===== config.mk =====
export PLATFORM = sky130hd
export DESIGN_NAME = inst_display_scan
export DESIGN_NICKNAME = d
export VERILOG_FILES = /design/src/rtl/inst_display_scan.sv
export SDC_FILE = /design/constraint.sdc
export NUM_CORES = 1
export LEC_CHECK = 0
export CORE_MARGIN = 2
export CORE_UTILIZATION = 32
export DETAILED_ROUTE_END_ITERATION = 10
export PLACE_DENSITY_LB_ADDON = 0.12
export SETUP_SLACK_MARGIN = 0.05
export SLEW_MARGIN = 20
export SYNTH_ARGS = -nofsm -noshare
export SYNTH_HDL_FRONTEND = slang
export SYNTH_SLANG_ARGS = --single-unit

===== constraint.sdc =====
create_clock -name Clk -period 4.65 [get_ports Clk]
set_input_delay 0.6975 -clock Clk [delete_from_list [all_inputs] [get_ports Clk]]
set_output_delay 0.6975 -clock Clk [all_outputs]
set_load 0.02 [all_outputs]

===== src/rtl/inst_display_scan.sv =====
// Instruction fetch-and-display unit for the board debug path.
// Walks a program counter through an external synchronous ROM, latches each
// fetched word, and shows one LED-wide slice of it. The slice comes from the
// switches or from a free-running rotator.
module inst_display_scan #(
  parameter int INST_W  = 32,
  parameter int LED_W   = 8,
  parameter int SEL_W   = 2,
  parameter int ADDR_W  = 6,
  parameter int DEPTH   = 64,
  parameter int ROM_LAT = 1,
  parameter int ROT_DIV = 50_000_000
) (
  input  logic              Clk,
  input  logic              Rst,
  input  logic              Step,
  input  logic              Mode,
  input  logic [SEL_W-1:0]  Sel,
  output logic [ADDR_W-1:0] Rom_Addr,
  input  logic [INST_W-1:0] Rom_Data,
  output logic [INST_W-1:0] Inst_Code,
  output logic [ADDR_W-1:0] Pc,
  output logic [SEL_W-1:0]  Slice_Idx,
  output logic [LED_W-1:0]  LED,
  output logic              Busy,
  output logic              Valid
);

  localparam int NSLICE = INST_W / LED_W;
  localparam int LAT_W  = (ROM_LAT > 1) ? $clog2(ROM_LAT) : 1;
  localparam int DIV_W  = (ROT_DIV > 1) ? $clog2(ROT_DIV) : 1;

  typedef enum logic {IDLE, FETCH} state_t;

  state_t             state;
  state_t             state_next;
  logic               take_step;
  logic               fetch_done;
  logic [LAT_W-1:0]   lat_cnt;
  logic [DIV_W-1:0]   div_cnt;
  logic [SEL_W-1:0]   rot;
  logic               mode_q;
  logic [ADDR_W-1:0]  pc_next;

  // The ROM address is the program counter itself, already registered.
  assign Rom_Addr = Pc;

  // Successor address, wrapping after the last valid ROM word.
  assign pc_next = (Pc == ADDR_W'(DEPTH - 1)) ? '0 : Pc + 1'b1;

  // Next-state logic: accept Step only from IDLE, finish a fetch once the ROM latency has elapsed.
  always_comb begin
    state_next = state;
    take_step  = 1'b0;
    fetch_done = 1'b0;
    case (state)
      IDLE: begin
        if (Step) begin
          take_step  = 1'b1;
          state_next = FETCH;
        end
      end
      FETCH: begin
        if (lat_cnt == LAT_W'(ROM_LAT - 1)) begin
          fetch_done = 1'b1;
          state_next = IDLE;
        end
      end
      default: state_next = FETCH;
    endcase
  end

  // State, PC and instruction latch; reset lands in FETCH so word 0 is loaded automatically.
  always_ff @(posedge Clk or negedge Rst) begin
    if (!Rst) begin
      state     <= FETCH;
      lat_cnt   <= '0;
      Pc        <= '0;
      Inst_Code <= '0;
      Valid     <= 1'b0;
      Busy      <= 1'b0;
    end else begin
      state <= state_next;
      Busy  <= (state_next == FETCH);
      if (take_step) begin
        Pc      <= pc_next;
        Valid   <= 1'b0;
        lat_cnt <= '0;
      end else if (state == FETCH && !fetch_done) begin
        lat_cnt <= lat_cnt + 1'b1;
      end
      if (fetch_done) begin
        Inst_Code <= Rom_Data;
        Valid     <= 1'b1;
      end
    end
  end

  // Slice rotator: held at zero until Mode has been high for a full cycle, then steps every ROT_DIV cycles.
  always_ff @(posedge Clk or negedge Rst) begin
    if (!Rst) begin
      mode_q  <= 1'b0;
      div_cnt <= '0;
      rot     <= '0;
    end else begin
      mode_q <= Mode;
      if (!Mode || !mode_q) begin
        div_cnt <= '0;
        rot     <= '0;
      end else if (div_cnt == DIV_W'(ROT_DIV - 1)) begin
        div_cnt <= '0;
        rot     <= (rot == SEL_W'(NSLICE - 1)) ? '0 : rot + 1'b1;
      end else begin
        div_cnt <= div_cnt + 1'b1;
      end
    end
  end

  // Slice selection and LED mux; indices past the last slice show a dark bank.
  always_comb begin
    Slice_Idx = Mode ? rot : Sel;
    LED       = '0;
    for (int i = 0; i < NSLICE; i++) begin
      if (Slice_Idx == SEL_W'(i)) LED = Inst_Code[i*LED_W +: LED_W];
    end
  end

endmodule


==> summary.md <==
| Metric | Value |
|---|---|
| Outcome | `finished, final reports clean` |
| Fraction of layout cells with a size suffix above 1 | `14.2%` |
| Worst-path cell chain | `clkdlybuf4s50_1 > mux2i_2 > buf_4 > nor2b_1 > a211oi_1 > a21oi_1 > clkdlybuf4s50_1` |
| Pre-CTS WS | `around 1200 ps` |
| Final Net Count | `roughly 450` |
| ANT cells | `0` |
| DR vias/cell | `about 5.0` |
| Global Route Usage Sum | `15.7%` |
| Vias in the first global route | `between 2000 and 3000` |
| Fin Setup TNS | `0 ps` |
| CTS tree | `done` |
| Post-CTS Hold Fix Bufs | `0` |
| Largest net degree at the start of global routing | `between 40 and 50` |
| Max incr delay on CP | `about 580 ps` |
| Max Cap Viol | `0` |
| ANT nets after route | `0` |
| Vias post-DR | `between 2000 and 3000` |
| Die Area | `around 0.012 mm^2` |
| Chip Height | `about 110 um` |
| CP startpoint kind | `primary input` |
| Worst-margin pin slew | `around 1000 ps` |
| Ys Warns | `0` |
| Clk_lat worst skew | `~350 ps` |
| DP Cell Count | `533` |
| WL/cell | `around 16 um` |
| Post-CTS Resized | `0` |
| Relative slew slack | `between 30% and 40%` |
| Sw power | `slightly below 600 uW` |
| CP Max Fanout | `25` |
| Critical Path RT | `about 4000 ps` |
| Max H-tree Level | `3` |
| Worst hold path class | `primary input to async pin` |
| Core Box Area | `~0.011 mm^2` |
| Top_reg_cell synth | `dfrtp_1` |
| Fmax | `around 290 MHz` |
| Final setup skew | `about 14 ps` |
| RR Startpoint | `div_cnt[10]$_DFF_PN0_` |
| Area delta synth->final | `35.1%` |
| CP max-delay cell | `clkdlybuf4s50_1` |
| Sequential fraction of design power | `about 41%` |
| Initial Utilization | `between 30% and 40%` |
| Period utilization | `74.7%` |
| Root buf cell | `clkbuf_8` |
| CTS Sinks | `slightly above 70` |
| Int Power | `between 1 and 1.5 mW` |
| Most used cell, CP | `clkdlybuf4s50_1` |
| Synth Area in Adders | `~1.4%` |
| Post-synth cell types | `39` |
| I/O pins | `between 90 and 100` |
| Post-synthesis cell count | `~320` |
| Peak supply drop | `around 0.28 mV` |
| Max-slew violations | `0` |
| Fin worst setup slack | `between 1000 and 1500 ps` |
| Post-CTS Setup Bufs | `0` |
| Synth Register Bits | `just over 70` |
| Main combinational cell family by area after synthesis | `simple AND/OR/NAND/NOR gates` |
| Minimum clock period | `3470 ps` |
| Post-synth EDFFs | `0` |
| Final hold vios | `0` |
| Initial antenna violation count | `0` |
| Proportion of synthesized area in mux cells | `13.5%` |
| GRT overflow | `0` |
| Commonest non-fill, non-tap cells in the layout | `92 x clkdlybuf4s50_1, 70 x dfrtp_1, 33 x mux2_2, 22 x a21oi_1, 18 x nor2_1` |
| Comb power frac | `between 30% and 40%` |
| Switch share | `a little under a third` |
| Reg2Reg Depth | `4` |
| Crit end category | `primary output` |
| Die width | `about 110 um` |
| Worst setup path class | `primary input to primary output` |
| IO buf count | `93` |
| DRC viols | `0` |
| Mapped cell area | `around 0.0035 mm^2` |
| GPL Wtd Cong | `approximately 0.81` |
| Lkg Pwr | `about 1.9 nW` |
| Post-synthesis xor/xnor area fraction | `~4.3%` |
| Clock slew at reported path FFs | `80 ps` |
| 1st-iter DRT viols | `141` |
| Ys async rst share | `100%` |
| Pwr Density | `between 300 and 400 mW/mm^2` |
| Sequential area share after synthesis | `50.9%` |
| CTS Buffer Depth | `2` |
| Dpl hpwl | `around 6000 um` |
| Compound-cell area share of the yosys netlist | `8.92%` |
| Clock power frac | `28.3%` |
| WL final | `8680 um` |
| Final Power | `1.84 mW` |
| Final Non-Filler Cells | `about 550` |
| Endpoints failing setup | `0` |
| RR Endpoint | `div_cnt[20]$_DFF_PN0_` |
| Reg2reg setup slack | `approximately 1900 ps` |
| Commonest non-fill, non-tap cell in the layout | `clkdlybuf4s50_1` |
| Syn nets | `roughly 360` |
| Cts bufs inserted | `9` |
| Unrepaired setup endpoints after global routing | `no` |
| First-pass GRT wire length | `14200 um` |
| Sequential Area | `0.00178 mm^2` |
| Synth Area in Simple Gates | `between 15 and 20%` |
| Site Rows | `38` |
| Filler cell count | `1077` |
| Mapped Avg Cell Area | `between 10 and 15 um^2` |
| First-pass DRT Iterations | `4` |
| WP data arrival | `2780 ps` |
| Multi-input gate area | `~0.0016 mm^2` |
worst max-delay path: cells and delay by family:
family          cells  cell delay, ps
buf+inv             3            1440
compound gates      2             310
mux                 1             230
simple gates        1              90
cell families after synthesis:
family	Yosys count
compound gates	51
mux	43
buf+inv	32
fa+ha+maj	4
simple gates	101
flops	71
xor+xnor	17
per-layer routing:
layer | GRT usage, % | part of all wire (%)
met3 | 3.86 | 4.5
met4 | 6.04 | 2.1
met5 | 0 | 0
met1 | 19.9 | 46
met2 | 25.7 | 47
power by group through the flow:
stage / logic (mW) / registers, mW / clock network [mW]
after floorplan: 0.225 / 0.845 / 0
after global placement: 0.560 / 0.777 / 0
after detailed placement: 0.562 / 0.776 / 0
after CTS: 0.564 / 0.765 / 0.535
after global routing: 0.591 / 0.778 / 0.562
final: 0.556 / 0.763 / 0.521
synthesized netlist by cell type (all sizes together), types with 2 or more instances:
cell type | count | share of area, %
inv | 9 | 0.97
a31oi | 2 | 0.36
nand4 | 17 | 3.0
mux2i | 10 | 2.9
o31ai | 7 | 1.5
a211oi | 8 | 1.7
nor2b | 10 | 1.8
dfrtp | 70 | 50
buf | 14 | 2.5
xnor2 | 11 | 2.8
nand2 | 10 | 1.1
or3 | 4 | 0.72
o21ai | 8 | 1.1
ha | 4 | 1.4
nor4 | 2 | 0.36
and2 | 3 | 0.54
mux2 | 33 | 11
clkbuf | 9 | 0.97
nand3 | 12 | 1.7
or4 | 13 | 2.9
a21oi | 22 | 3.2
and4 | 2 | 0.50
xor2 | 6 | 1.5
nor2 | 18 | 1.9
and3 | 6 | 1.1
area by class of cell:
type | count | area share (%)
sequential | 71 | 37.7
multi-input combinational | 216 | 33.2
timing repair buffer | 97 | 20.3
tap | 140 | 3.71
clock buffer | 12 | 3.29
clock inverter | 4 | 1.14
inverter | 9 | 0.716
registers in the layout, indices dropped and copies added (netlist names):
| signal | count |
|---|---|
| div_cnt | 26 |
| rot | 2 |
| state | 1 |
| Pc | 6 |
| lat_cnt | 1 |
| mode_q | 1 |
| Inst_Code | 32 |
| Busy | 1 |
| Valid | 1 |
per-stage QoR:
step / hold WS [ps] / util [%] / area, um^2
after floorplan: 402 / - / 3490
after global placement: 496 / 41.9 / 4510
after detailed placement: 506 / 41.9 / 4510
after CTS: 360 / 43.9 / 4720
after global routing: 393 / 43.9 / 4720
final: 348 / 43.9 / 4720
worst max path at each step:
stage	cells past startpoint	slack [ps]	start	to
4_1_cts	7	1140	Mode	LED[2]
5_1_grt	7	1030	Mode	LED[1]
6_report	7	1180	Mode	LED[0]
3_5_place_dp	7	1160	Mode	LED[2]
2_1_floorplan	5	1710	Mode	LED[6]
3_3_place_gp	6	1180	Mode	LED[2]
Note: power is estimated with default switching activity, not from simulation.
